**src/rtl/pipe_pkg.sv**
```systemverilog
// Shared widths, the hard-wired zero register and ALU operation encodings
// for the pipelined datapath.
package pipe_pkg;

    localparam int DATA_WIDTH     = 32;
    localparam int REG_ADDR_WIDTH = 5;
    localparam int ALU_OP_WIDTH   = 4;

    localparam logic [REG_ADDR_WIDTH-1:0] REG_ZERO = '0;

    typedef enum logic [ALU_OP_WIDTH-1:0] {
        ALU_ADD = 4'd0,
        ALU_SUB = 4'd1,
        ALU_AND = 4'd2,
        ALU_OR  = 4'd3,
        ALU_XOR = 4'd4,
        ALU_SLT = 4'd5,
        ALU_SLL = 4'd6,
        ALU_SRL = 4'd7
    } alu_op_e;

endpackage

```
**src/rtl/id_ex_stage_if.sv**
```systemverilog
// Bundle of ID-side, register-file, write-back, control and EX-side signals
// around the ID/EX stage. The slave modport is the stage itself.
interface id_ex_stage_if #(
    parameter int DATA_WIDTH     = pipe_pkg::DATA_WIDTH,
    parameter int REG_ADDR_WIDTH = pipe_pkg::REG_ADDR_WIDTH,
    parameter int ALU_OP_WIDTH   = pipe_pkg::ALU_OP_WIDTH
);

    logic                      id_valid;
    logic [REG_ADDR_WIDTH-1:0] id_rs;
    logic [REG_ADDR_WIDTH-1:0] id_rt;
    logic [REG_ADDR_WIDTH-1:0] id_rd;
    logic [DATA_WIDTH-1:0]     id_imm;
    logic [ALU_OP_WIDTH-1:0]   id_alu_op;
    logic                      id_mem_read;
    logic                      id_reg_write;

    logic [REG_ADDR_WIDTH-1:0] rf_read_sel_1;
    logic [REG_ADDR_WIDTH-1:0] rf_read_sel_2;
    logic [DATA_WIDTH-1:0]     rf_read_data_1;
    logic [DATA_WIDTH-1:0]     rf_read_data_2;

    logic                      wb_write_enable;
    logic [REG_ADDR_WIDTH-1:0] wb_write_select;
    logic [DATA_WIDTH-1:0]     wb_write_data;

    logic                      flush;
    logic                      ex_hold;
    logic                      stall;

    logic                      ex_valid;
    logic [DATA_WIDTH-1:0]     ex_op_a;
    logic [DATA_WIDTH-1:0]     ex_op_b;
    logic [DATA_WIDTH-1:0]     ex_imm;
    logic [REG_ADDR_WIDTH-1:0] ex_rs;
    logic [REG_ADDR_WIDTH-1:0] ex_rt;
    logic [REG_ADDR_WIDTH-1:0] ex_rd;
    logic [ALU_OP_WIDTH-1:0]   ex_alu_op;
    logic                      ex_mem_read;
    logic                      ex_reg_write;

    modport slave (
        input  id_valid, id_rs, id_rt, id_rd, id_imm, id_alu_op, id_mem_read, id_reg_write,
        output rf_read_sel_1, rf_read_sel_2,
        input  rf_read_data_1, rf_read_data_2,
        input  wb_write_enable, wb_write_select, wb_write_data,
        input  flush, ex_hold,
        output stall,
        output ex_valid, ex_op_a, ex_op_b, ex_imm, ex_rs, ex_rt, ex_rd, ex_alu_op,
               ex_mem_read, ex_reg_write
    );

    modport master (
        output id_valid, id_rs, id_rt, id_rd, id_imm, id_alu_op, id_mem_read, id_reg_write,
        input  rf_read_sel_1, rf_read_sel_2,
        output rf_read_data_1, rf_read_data_2,
        output wb_write_enable, wb_write_select, wb_write_data,
        output flush, ex_hold,
        input  stall,
        input  ex_valid, ex_op_a, ex_op_b, ex_imm, ex_rs, ex_rt, ex_rd, ex_alu_op,
               ex_mem_read, ex_reg_write
    );

endinterface

```
**src/rtl/hazard_unit.sv**
```systemverilog
// Combinational load-use detection against the instruction in EX and the
// resulting front-end stall request.
module hazard_unit
    import pipe_pkg::*;
#(
    parameter int REG_ADDR_WIDTH = pipe_pkg::REG_ADDR_WIDTH
) (
    input  logic                      id_valid_i,
    input  logic [REG_ADDR_WIDTH-1:0] id_rs_i,
    input  logic [REG_ADDR_WIDTH-1:0] id_rt_i,
    input  logic                      ex_valid_i,
    input  logic                      ex_mem_read_i,
    input  logic [REG_ADDR_WIDTH-1:0] ex_rt_i,
    input  logic                      flush_i,
    input  logic                      ex_hold_i,
    output logic                      load_use_o,
    output logic                      stall_o
);

    logic ex_rt_nonzero;
    logic ex_rt_match;

    assign ex_rt_nonzero = (ex_rt_i != REG_ADDR_WIDTH'(REG_ZERO));
    assign ex_rt_match   = (ex_rt_i == id_rs_i) || (ex_rt_i == id_rt_i);

    assign load_use_o = id_valid_i & ex_valid_i & ex_mem_read_i & ex_rt_nonzero & ex_rt_match;

    // A taken branch kills the dependent instruction, so it need not wait.
    assign stall_o = (load_use_o & ~flush_i) | ex_hold_i;

endmodule

```
**src/rtl/id_ex_stage.sv**
```systemverilog
// Operand fetch with WB-to-ID bypass and the ID/EX pipeline register,
// including load-use bubbles, branch flush and downstream hold.
module id_ex_stage
    import pipe_pkg::*;
#(
    parameter int DATA_WIDTH     = pipe_pkg::DATA_WIDTH,
    parameter int REG_ADDR_WIDTH = pipe_pkg::REG_ADDR_WIDTH,
    parameter int ALU_OP_WIDTH   = pipe_pkg::ALU_OP_WIDTH
) (
    input logic          clk,
    input logic          rst,
    id_ex_stage_if.slave bus
);

    typedef struct packed {
        logic                      valid;
        logic [DATA_WIDTH-1:0]     op_a;
        logic [DATA_WIDTH-1:0]     op_b;
        logic [DATA_WIDTH-1:0]     imm;
        logic [REG_ADDR_WIDTH-1:0] rs;
        logic [REG_ADDR_WIDTH-1:0] rt;
        logic [REG_ADDR_WIDTH-1:0] rd;
        logic [ALU_OP_WIDTH-1:0]   alu_op;
        logic                      mem_read;
        logic                      reg_write;
    } ex_fields_t;

    ex_fields_t            ex_q;
    ex_fields_t            ex_d;
    logic [DATA_WIDTH-1:0] op_a;
    logic [DATA_WIDTH-1:0] op_b;
    logic                  load_use;

    // The register file commits on the same edge we capture, so its read
    // port is stale for the register WB is writing this cycle.
    function automatic logic [DATA_WIDTH-1:0] select_operand(
        input logic [REG_ADDR_WIDTH-1:0] sel,
        input logic [DATA_WIDTH-1:0]     rf_data,
        input logic                      wb_en,
        input logic [REG_ADDR_WIDTH-1:0] wb_sel,
        input logic [DATA_WIDTH-1:0]     wb_data
    );
        if (sel == REG_ADDR_WIDTH'(REG_ZERO)) begin
            return '0;
        end else if (wb_en && (wb_sel == sel)) begin
            return wb_data;
        end
        return rf_data;
    endfunction

    assign bus.rf_read_sel_1 = bus.id_rs;
    assign bus.rf_read_sel_2 = bus.id_rt;

    assign op_a = select_operand(bus.id_rs, bus.rf_read_data_1,
                                 bus.wb_write_enable, bus.wb_write_select, bus.wb_write_data);
    assign op_b = select_operand(bus.id_rt, bus.rf_read_data_2,
                                 bus.wb_write_enable, bus.wb_write_select, bus.wb_write_data);

    hazard_unit #(
        .REG_ADDR_WIDTH (REG_ADDR_WIDTH)
    ) u_hazard_unit (
        .id_valid_i    (bus.id_valid),
        .id_rs_i       (bus.id_rs),
        .id_rt_i       (bus.id_rt),
        .ex_valid_i    (ex_q.valid),
        .ex_mem_read_i (ex_q.mem_read),
        .ex_rt_i       (ex_q.rt),
        .flush_i       (bus.flush),
        .ex_hold_i     (bus.ex_hold),
        .load_use_o    (load_use),
        .stall_o       (bus.stall)
    );

    // NOTE: ex_d is given a full default before any branch so no path through
    // this block leaves it unassigned and a latch is never inferred.
    always_comb begin
        ex_d = ex_q;
        if (bus.flush) begin
            ex_d = '0;
        end else if (bus.ex_hold) begin
            ex_d = ex_q;
        end else if (load_use) begin
            ex_d = '0;
        end else begin
            ex_d.valid     = bus.id_valid;
            ex_d.op_a      = op_a;
            ex_d.op_b      = op_b;
            ex_d.imm       = bus.id_imm;
            ex_d.rs        = bus.id_rs;
            ex_d.rt        = bus.id_rt;
            ex_d.rd        = bus.id_rd;
            ex_d.alu_op    = bus.id_alu_op;
            ex_d.mem_read  = bus.id_mem_read  & bus.id_valid;
            ex_d.reg_write = bus.id_reg_write & bus.id_valid;
        end
    end

    // NOTE: state registers use non-blocking assignment so every flop samples
    // pre-edge values regardless of process ordering.
    always_ff @(posedge clk) begin
        if (rst) begin
            ex_q <= '0;
        end else begin
            ex_q <= ex_d;
        end
    end

    assign bus.ex_valid     = ex_q.valid;
    assign bus.ex_op_a      = ex_q.op_a;
    assign bus.ex_op_b      = ex_q.op_b;
    assign bus.ex_imm       = ex_q.imm;
    assign bus.ex_rs        = ex_q.rs;
    assign bus.ex_rt        = ex_q.rt;
    assign bus.ex_rd        = ex_q.rd;
    assign bus.ex_alu_op    = ex_q.alu_op;
    assign bus.ex_mem_read  = ex_q.mem_read;
    assign bus.ex_reg_write = ex_q.reg_write;

endmodule

```
**src/flat_wrapper.sv**
```systemverilog
// flat-port wrapper written by rule: the top's interface ports become plain ports
module id_ex_stage_flat import pipe_pkg::*;
#(
    parameter int DATA_WIDTH     = pipe_pkg::DATA_WIDTH,
    parameter int REG_ADDR_WIDTH = pipe_pkg::REG_ADDR_WIDTH,
    parameter int ALU_OP_WIDTH   = pipe_pkg::ALU_OP_WIDTH
)
  (clk, rst, bus_id_valid, bus_id_rs, bus_id_rt, bus_id_rd, bus_id_imm, bus_id_alu_op, bus_id_mem_read, bus_id_reg_write, bus_rf_read_sel_1, bus_rf_read_sel_2, bus_rf_read_data_1, bus_rf_read_data_2, bus_wb_write_enable, bus_wb_write_select, bus_wb_write_data, bus_flush, bus_ex_hold, bus_stall, bus_ex_valid, bus_ex_op_a, bus_ex_op_b, bus_ex_imm, bus_ex_rs, bus_ex_rt, bus_ex_rd, bus_ex_alu_op, bus_ex_mem_read, bus_ex_reg_write);
  id_ex_stage_if #(.DATA_WIDTH(DATA_WIDTH), .REG_ADDR_WIDTH(REG_ADDR_WIDTH), .ALU_OP_WIDTH(ALU_OP_WIDTH)) bus_i ();
  input logic clk;
  input logic rst;
  input wire logic [$bits(bus_i.id_valid)-1:0] bus_id_valid;
  input wire logic [$bits(bus_i.id_rs)-1:0] bus_id_rs;
  input wire logic [$bits(bus_i.id_rt)-1:0] bus_id_rt;
  input wire logic [$bits(bus_i.id_rd)-1:0] bus_id_rd;
  input wire logic [$bits(bus_i.id_imm)-1:0] bus_id_imm;
  input wire logic [$bits(bus_i.id_alu_op)-1:0] bus_id_alu_op;
  input wire logic [$bits(bus_i.id_mem_read)-1:0] bus_id_mem_read;
  input wire logic [$bits(bus_i.id_reg_write)-1:0] bus_id_reg_write;
  output wire logic [$bits(bus_i.rf_read_sel_1)-1:0] bus_rf_read_sel_1;
  output wire logic [$bits(bus_i.rf_read_sel_2)-1:0] bus_rf_read_sel_2;
  input wire logic [$bits(bus_i.rf_read_data_1)-1:0] bus_rf_read_data_1;
  input wire logic [$bits(bus_i.rf_read_data_2)-1:0] bus_rf_read_data_2;
  input wire logic [$bits(bus_i.wb_write_enable)-1:0] bus_wb_write_enable;
  input wire logic [$bits(bus_i.wb_write_select)-1:0] bus_wb_write_select;
  input wire logic [$bits(bus_i.wb_write_data)-1:0] bus_wb_write_data;
  input wire logic [$bits(bus_i.flush)-1:0] bus_flush;
  input wire logic [$bits(bus_i.ex_hold)-1:0] bus_ex_hold;
  output wire logic [$bits(bus_i.stall)-1:0] bus_stall;
  output wire logic [$bits(bus_i.ex_valid)-1:0] bus_ex_valid;
  output wire logic [$bits(bus_i.ex_op_a)-1:0] bus_ex_op_a;
  output wire logic [$bits(bus_i.ex_op_b)-1:0] bus_ex_op_b;
  output wire logic [$bits(bus_i.ex_imm)-1:0] bus_ex_imm;
  output wire logic [$bits(bus_i.ex_rs)-1:0] bus_ex_rs;
  output wire logic [$bits(bus_i.ex_rt)-1:0] bus_ex_rt;
  output wire logic [$bits(bus_i.ex_rd)-1:0] bus_ex_rd;
  output wire logic [$bits(bus_i.ex_alu_op)-1:0] bus_ex_alu_op;
  output wire logic [$bits(bus_i.ex_mem_read)-1:0] bus_ex_mem_read;
  output wire logic [$bits(bus_i.ex_reg_write)-1:0] bus_ex_reg_write;
  assign bus_i.id_valid = bus_id_valid;
  assign bus_i.id_rs = bus_id_rs;
  assign bus_i.id_rt = bus_id_rt;
  assign bus_i.id_rd = bus_id_rd;
  assign bus_i.id_imm = bus_id_imm;
  assign bus_i.id_alu_op = bus_id_alu_op;
  assign bus_i.id_mem_read = bus_id_mem_read;
  assign bus_i.id_reg_write = bus_id_reg_write;
  assign bus_rf_read_sel_1 = bus_i.rf_read_sel_1;
  assign bus_rf_read_sel_2 = bus_i.rf_read_sel_2;
  assign bus_i.rf_read_data_1 = bus_rf_read_data_1;
  assign bus_i.rf_read_data_2 = bus_rf_read_data_2;
  assign bus_i.wb_write_enable = bus_wb_write_enable;
  assign bus_i.wb_write_select = bus_wb_write_select;
  assign bus_i.wb_write_data = bus_wb_write_data;
  assign bus_i.flush = bus_flush;
  assign bus_i.ex_hold = bus_ex_hold;
  assign bus_stall = bus_i.stall;
  assign bus_ex_valid = bus_i.ex_valid;
  assign bus_ex_op_a = bus_i.ex_op_a;
  assign bus_ex_op_b = bus_i.ex_op_b;
  assign bus_ex_imm = bus_i.ex_imm;
  assign bus_ex_rs = bus_i.ex_rs;
  assign bus_ex_rt = bus_i.ex_rt;
  assign bus_ex_rd = bus_i.ex_rd;
  assign bus_ex_alu_op = bus_i.ex_alu_op;
  assign bus_ex_mem_read = bus_i.ex_mem_read;
  assign bus_ex_reg_write = bus_i.ex_reg_write;
  id_ex_stage #(.DATA_WIDTH(DATA_WIDTH), .REG_ADDR_WIDTH(REG_ADDR_WIDTH), .ALU_OP_WIDTH(ALU_OP_WIDTH)) u_core (.clk(clk), .rst(rst), .bus(bus_i));
endmodule
```
**config.mk**
```make
export PLATFORM = sky130hd
export DESIGN_NAME = id_ex_stage_flat
export DESIGN_NICKNAME = d
export VERILOG_FILES = /design/src/rtl/pipe_pkg.sv /design/src/rtl/id_ex_stage_if.sv /design/src/rtl/hazard_unit.sv /design/src/rtl/id_ex_stage.sv /design/src/flat_wrapper.sv
export SDC_FILE = /design/constraint.sdc
export NUM_CORES = 1
export LEC_CHECK = 0
export CORE_MARGIN = 2
export CORE_UTILIZATION = 43
export DETAILED_ROUTE_END_ITERATION = 10
export PLACE_DENSITY = 0.94
export RECOVER_POWER = 50
export SLEW_MARGIN = 20
export SYNTH_ARGS = -nofsm -noshare
export SYNTH_HDL_FRONTEND = slang
export SYNTH_SLANG_ARGS = --single-unit
```
**constraint.sdc**
```tcl
create_clock -name clk -period 5.56 [get_ports clk]
set_input_delay 0.834 -clock clk [delete_from_list [all_inputs] [get_ports clk]]
set_output_delay 0.834 -clock clk [all_outputs]
set_load 0.01 [all_outputs]
```
==> results by group, run 1 <==
Min path
  • Worst hold path depth: 2
  • Hold Path Class: reg2reg

STA
  • Final Hold Fails: 0
  • Clock Skew: 0.00672 ns
  • TNS Setup: 0 ns
  • Slew Viols, Final: 0
  • Final period util: 67.0%
  • Relative slew slack: 27.4%
  • Hold Slack: roughly 0.45 ns
  • Worst-margin pin slew: ~1.1 ns
  • Peak Freq: 268 MHz
  • Crit path time final: about 3.7 ns
  • Setup violations, final: 0
  • RSZ-0062 raised after global routing: false

Yosys
  • Mapped Cells: just under 600
  • Synth area leaders: dfxtp_1 (40%), o32ai_2 (17%), mux2i_1 (11%)
  • Synth cell types: 29
  • Mapped Nets: 746
  • Post-synthesis sequential area ratio: 40.1%
  • Synth Register Bits: 118
  • Yosys warnings: 0
  • Largest area contributor in the netlist: dfxtp_1
  • Avg Inst Size Synth: 10.1 um^2
  • Share of the synthesized area in the top cell type: 40.1%
  • Post-Syn Area: 0.00589 mm^2

Critical path
  • Critical Path AT: 2.89 ns
  • Worst-case reg-to-reg path depth: 6
  • Buf+Inv Stages, Crit Path: 2
  • Crit Path Max Fanout: 5
  • CP required: roughly 4.7 ns
  • Crit path max-delay family: buffers and inverters
  • CP max stage delay: approximately 0.66 ns
  • Critical Path Sink Type: output pin
  • CP Depth: 6
  • Crit Path Class: in2out
  • Crit path launch type: primary input
  • Crit-path cells: dlygate4sd3_1 > xor2_1 > nor3_1 > a22oi_1 > o31ai_1 > clkdlybuf4s50_1
  • Crit-path slowest cell: dlygate4sd3_1

Floorplan
  • DIE HEIGHT: between 100 and 150 um
  • Initial Util: between 40% and 50%
  • Ports: 289
  • Die ar.: about 0.015 mm^2
  • Num rows: 42
  • Die Wd: 121 um
  • CORE AREA: about 0.013 mm^2

Routing
  • ANT nets after route: 0
  • DRT Wirelength: 19.1 mm
  • WL/cell: 18.8 um
  • DR vias/cell: between 5 and 6
  • Drt pass-1 iters: 4
  • Initial drt markers: 375
  • Via count: 5600
  • Drc violations: 0

CTS
  • Clk sinks: 118
  • PostCTS Resize Cnt: 0
  • Root Buffer: clkbuf_16
  • Clock transition at path regs: 0.05 ns
  • H-tree depth: 4
  • Hold Buf Count CTS: 0
  • CTS max path bufs: 2
  • Worst skew pair latency: 0.40 ns
  • Postcts setup bufs: 0
  • CTS tree: done
  • Num CTS Buffers: 17

Placement
  • Post-DP HPWL: approximately 13 mm
  • Port bufs: 288
  • GP Congestion: 0.874

Global route
  • Global-route wire length before repair: a little under 30 mm
  • Vias in the first global route: 5624
  • Gr ovfl total: 0
  • Initial antenna violation count: 0
  • Total track usage: about 26%
  • Pin count of the biggest net entering global routing: 64

Final layout
  • # fillers: 965
  • Final net count: 988
  • Footprint of the multi-input gates: 0.00312 mm^2
  • Sequential cell area: 0.00236 mm^2
  • Share of cells above drive strength 1: roughly an eighth
  • Antenna diode count: 0
  • Layout area overhead: 57.0%
  • Most common cell after layout, fill and taps aside: clkdlybuf4s50_1
  • Commonest cells after routing, fill and taps aside: clkdlybuf4s50_1 (168), dlygate4sd3_1 (119), nand2_1 (118), dfxtp_1 (118), mux2i_1 (64)

Power
  • Worst ir drop on vdd: 0.000188 V
  • Static leakage: 3.31 nW
  • Pwr per Cell Area: 256 mW/mm^2

Run
  • Maxcap violations: 0

Run status
  • Status: finished, final reports clean
[metal layers]
layer	wire, um	vias up	track usage (%)	part of all wire [%]
li1	-	2646	-	-
met1	7430	2668	29.6	39
met2	9330	258	43.0	49
met3	1980	28	9.77	10
met4	371	0	8.79	1.9
met5	0	-	0	0
[registers in the layout (all words and copies together) (netlist names)]
| signal | flops |
|---|---|
| u_core.bus.ex_rs | 5 |
| u_core.bus.ex_op_a | 32 |
| u_core.bus.ex_rt | 5 |
| u_core.bus.ex_imm | 32 |
| u_core.bus.ex_mem_read | 1 |
| u_core.bus.ex_rd | 5 |
| u_core.bus.ex_op_b | 32 |
| u_core.bus.ex_alu_op | 4 |
| u_core.bus.ex_valid | 1 |
| u_core.bus.ex_reg_write | 1 |
[path summary, 6_finish.rpt]
kind / start / endpoint / slack, ns
worst max-delay path: bus_id_rt[0] / bus_stall / 1.83
worst min-delay path: u_core.bus.ex_imm[19]$_SDFFE_PP0N_ / u_core.bus.ex_imm[19]$_SDFFE_PP0N_ / 0.45
worst max register to register: u_core.bus.ex_rt[2]$_SDFFE_PP0N_ / u_core.bus.ex_op_b[31]$_SDFFE_PP0N_ / 2.82
worst min register to register: u_core.bus.ex_imm[19]$_SDFFE_PP0N_ / u_core.bus.ex_imm[19]$_SDFFE_PP0N_ / 0.45
[worst min-delay path: stages, from the launching register on]
cell and delay [ns]:
dfxtp_1 0.31, nand2_1 0.05, a21oi_1 0.05
[where the power goes]
group	leakage [nW]	internal [mW]	switching, mW
Clock	0.287	0.743	0.374
Combinational	2.06	0.201	0.159
Sequential	0.961	0.875	0.0155
Total	3.31	1.82	0.548
[metrics by stage]
stage | power [mW] | setup slack (ns) | std cells | instance area [um^2] | util, %
after detailed placement | 1.28 | 1.86 | 985 | 8660 | 65.1
after global routing | 2.45 | 1.68 | 1016 | 9250 | 69.6
after global placement | 1.27 | 1.93 | 985 | 8660 | 65.1
after floorplan | 1.07 | 2.71 | 586 | 5890 | -
after CTS | 2.40 | 1.89 | 1016 | 9260 | 69.6
final | 2.37 | 1.83 | 1016 | 9250 | 69.6
[Yosys cell counts]
cell,number
dfxtp_1,118
nand2_1,118
mux2i_1,64
o32ai_2,60
a21oi_1,54
o211ai_1,53
clkbuf_1,37
xor2_1,18
buf_2,13
buf_6,12
buf_4,11
o32ai_1,4
and3_1,2
nor2_1,2
nor3_1,2
nor4_1,2
o22ai_2,2
or4_1,2
xnor2_1,2
a22oi_2,1
buf_1,1
clkinv_1,1
nor2b_1,1
o2111ai_4,1
o21ai_0,1
o31ai_1,1
or2_2,1
or3_1,1
or4_4,1
[kinds of logic (layout without fill, tap and decap cells)]
kind of cell           Yosys count  in the layout  synth area share (%)
flip-flops                     118            118                  40.1
XOR/XNOR                        20             20                  2.97
multiplexers                    64             64                  10.9
buffers and inverters           75            329                  7.28
AND/OR/NAND/NOR                132            132                  9.00
AO/OA/AOI/OAI                  177            177                  29.8
[area by class of cell]
cell class,count,share of cell area [%]
clock buffer,21,4.76
clock inverter,10,1.68
inverter,1,0.0406
multi-input combinational,393,33.7
sequential,118,25.5
tap,176,2.38
timing repair buffer,297,31.9
(Power assumes the default switching activity.)
==> run 2: changes to the inputs <==
--- a/config.mk
+++ b/config.mk
@@ -6,9 +6,9 @@
 export NUM_CORES = 1
 export LEC_CHECK = 0
 export CORE_MARGIN = 2
-export CORE_UTILIZATION = 43
+export CORE_UTILIZATION = 41
 export DETAILED_ROUTE_END_ITERATION = 10
-export PLACE_DENSITY = 0.94
+export PLACE_DENSITY = 0.9
 export RECOVER_POWER = 50
 export SLEW_MARGIN = 20
 export SYNTH_ARGS = -nofsm -noshare
==> constraint.sdc (replaced) <==
create_clock -name clk -period 3.6 [get_ports clk]
set_input_delay 0.54 -clock clk [delete_from_list [all_inputs] [get_ports clk]]
set_output_delay 0.54 -clock clk [all_outputs]
set_load 0.01 [all_outputs]
==> run 2 against run 1 <==
Effect of this change:
- worst hold slack worse by 0.015 ns
- sequential power is 54% higher
- setup slack got worse by 1.4 ns
- flip-flop and latch count unchanged
- wire length fell by 0.14%
- via count shrank 0.88%
- final cell count is 1.2% higher
- combinational power is 57% higher
- clock power grew 45%
- global-route usage decreased by 1.5 points
- critical path type is now in2reg
- largest cell class unchanged
- largest power group unchanged
- highest routed layer unchanged
==> results by group, run 2 (synthesis gave the netlist of run 1 again) <==
Run status
  • Status: finished, final reports clean

Power
  • Logic pwr share: 15.9%
  • Clk pwr share: a little under half
  • Worst ir drop on vdd: slightly below 0.0003 V
  • Sw Ratio: 24.2%
  • Sw Pwr: 860 uW
  • Pwr per Cell Area: 381 mW/mm^2
  • Int Power: 2.70 mW
  • Static leakage: roughly 3.4 nW
  • Sequential power share: 38.6%

STA
  • Final period util: roughly 90%
  • Clock Skew: 0.00477 ns
  • Setup violations, final: 0
  • RSZ-0062 raised after global routing: false
  • Peak Freq: 313 MHz
  • Worst-margin pin slew: approximately 1.2 ns
  • Final worst setup slack: 0.401 ns
  • Crit path time final: roughly 3.2 ns
  • Final Hold Fails: 0
  • Relative slew slack: 20.8%
  • TNS Setup: 0 ns
  • Slew Viols, Final: 0

Placement
  • Port bufs: 288
  • Post-DP HPWL: 13.4 mm
  • Pre-CTS setup slack: 0.538 ns
  • GP Congestion: 0.858
  • Post-DP Area: 0.00878 mm^2

Critical path
  • Crit-path slowest cell: clkbuf_1
  • CP max stage delay: between 0.9 and 1 ns
  • Crit path launch type: primary input
  • CP required: 3.90 ns
  • Crit-path cells: dlygate4sd3_1 > xor2_1 > nor3_1 > a22oi_2 > clkbuf_1 > o22ai_4 > buf_4 > o32ai_2
  • Critical Path AT: 3.50 ns
  • Crit Path Max Fanout: 32
  • R2r setup slk: 0.78 ns
  • Critical Path Sink Type: flip-flop
  • Crit Path Class: in2reg

Routing
  • WL/cell: approximately 19 um
  • Initial drt markers: ~270
  • DRT Wirelength: 19.1 mm
  • Drt pass-1 iters: 4
  • ANT nets after route: 0
  • Drc violations: 0
  • DR vias/cell: 5.40
  • Via count: 5551

Final layout
  • Layout area overhead: 58.4%
  • Commonest cells after routing, fill and taps aside: clkdlybuf4s50_1 (168), dlygate4sd3_1 (119), nand2_1 (118), dfxtp_1 (118), mux2i_1 (64)
  • Final net count: 995
  • Antenna diode count: 0
  • Share of cells above drive strength 1: 13.3%
  • Most common cell after layout, fill and taps aside: clkdlybuf4s50_1
  • Fin area: 0.00934 mm^2

CTS
  • Worst skew pair latency: 0.40 ns
  • PostCTS Resize Cnt: 0
  • H-tree depth: 4
  • Clock transition at path regs: ~0.060 ns
  • CTS tree: done
  • Clk sinks: around 120
  • CTS max path bufs: 2
  • Hold Buf Count CTS: 0
  • Postcts setup bufs: 0
  • Num CTS Buffers: 17
  • Root Buffer: clkbuf_16

Global route
  • Pin count of the biggest net entering global routing: 61
  • Global-route wire length before repair: 28.9 mm
  • Initial antenna violation count: 0
  • Total track usage: between 20% and 30%
  • Gr ovfl total: 0
  • Vias in the first global route: 5561

Run
  • Maxcap violations: 0

Min path
  • Hold Path Class: in2reg

Floorplan
  • Ports: 289
  • DIE HEIGHT: roughly 120 um
  • Die Wd: 124 um
  • Initial Util: 42.3%
  • CORE AREA: 0.0139 mm^2
  • Num rows: 43
  • Die ar.: 0.0153 mm^2
[run 2: cell types whose count changed in the layout (fill, tap and decap cells not counted), sizes merged]
| cell | delta |
|---|---|
| buf | +6 |
| bufinv | -2 |
| clkbuf | +2 |
| clkinv | +2 |
[run 2: layout make-up]
cell class | count | area, um^2
Multi-Input combinational cell | 393 | 3130
Tap cell | 180 | 225
Fill cell | 1070 | 4600
Clock inverter | 10 | 105
Timing Repair Buffer | 304 | 3060
Inverter | 1 | 3.75
Clock buffer | 22 | 454
Sequential cell | 118 | 2360
[run 2: through the flow]
| stage | power [mW] | utilization, % | instances | hold WS, ns |
|---|---|---|---|---|
| 3_3_place_gp | 1.98 | 63.0 | 996 | 0.438 |
| 6_report | 3.56 | 67.0 | 1028 | 0.437 |
| 4_1_cts | 3.61 | 67.0 | 1028 | 0.421 |
| 2_1_floorplan | 1.65 | - | 586 | 0.476 |
| 5_1_grt | 3.69 | 67.0 | 1028 | 0.445 |
| 3_5_place_dp | 1.98 | 63.0 | 996 | 0.450 |
[run 2: power by group through the flow]
stage	Combinational [mW]	Sequential (mW)	Clock [mW]
6_report	0.565	1.37	1.62
5_1_grt	0.603	1.38	1.71
4_1_cts	0.585	1.38	1.65
3_5_place_dp	0.582	1.40	0
3_3_place_gp	0.575	1.40	0
2_1_floorplan	0.224	1.42	0
[run 2: worst paths after layout]
| kind | from | to | depth (start not counted) |
|---|---|---|---|
| worst max-delay path | bus_id_rt[0] | u_core.bus.ex_op_b[21]$_SDFFE_PP0N_ | 8 |
| worst min-delay path | bus_ex_hold | u_core.bus.ex_imm[23]$_SDFFE_PP0N_ | 3 |
| worst max register to register | u_core.bus.ex_rt[0]$_SDFFE_PP0N_ | u_core.bus.ex_op_b[21]$_SDFFE_PP0N_ | 7 |
| worst min register to register | u_core.bus.ex_rs[3]$_SDFFE_PP0N_ | u_core.bus.ex_rs[3]$_SDFFE_PP0N_ | 2 |
[run 2: critical path: cells and delay by family]
kind,cells,cell delay [ns]
buf+inv,3,1.97
compound gates,3,0.71
xor+xnor,1,0.18
simple gates,1,0.08
[run 2: layer usage]
layer | GRT usage (%) | share of wire, % | vias up
met5 | 0 | 0 | -
met4 | 7.30 | 1.3 | 0
met3 | 9.57 | 10 | 23
met2 | 41.0 | 48 | 215
met1 | 27.8 | 40 | 2649
li1 | - | - | 2664
==> run 3: changes to the inputs <==
--- a/config.mk
+++ b/config.mk
@@ -5,9 +5,11 @@
 export SDC_FILE = /design/constraint.sdc
 export NUM_CORES = 1
 export LEC_CHECK = 0
+export CAP_MARGIN = 0
 export CORE_MARGIN = 2
 export CORE_UTILIZATION = 41
 export DETAILED_ROUTE_END_ITERATION = 10
+export HOLD_SLACK_MARGIN = 0.15
 export PLACE_DENSITY = 0.9
 export RECOVER_POWER = 50
 export SLEW_MARGIN = 20
==> results of run 3 <==
Same layout as run 2: the final DEF is identical, and so are final timing and power.
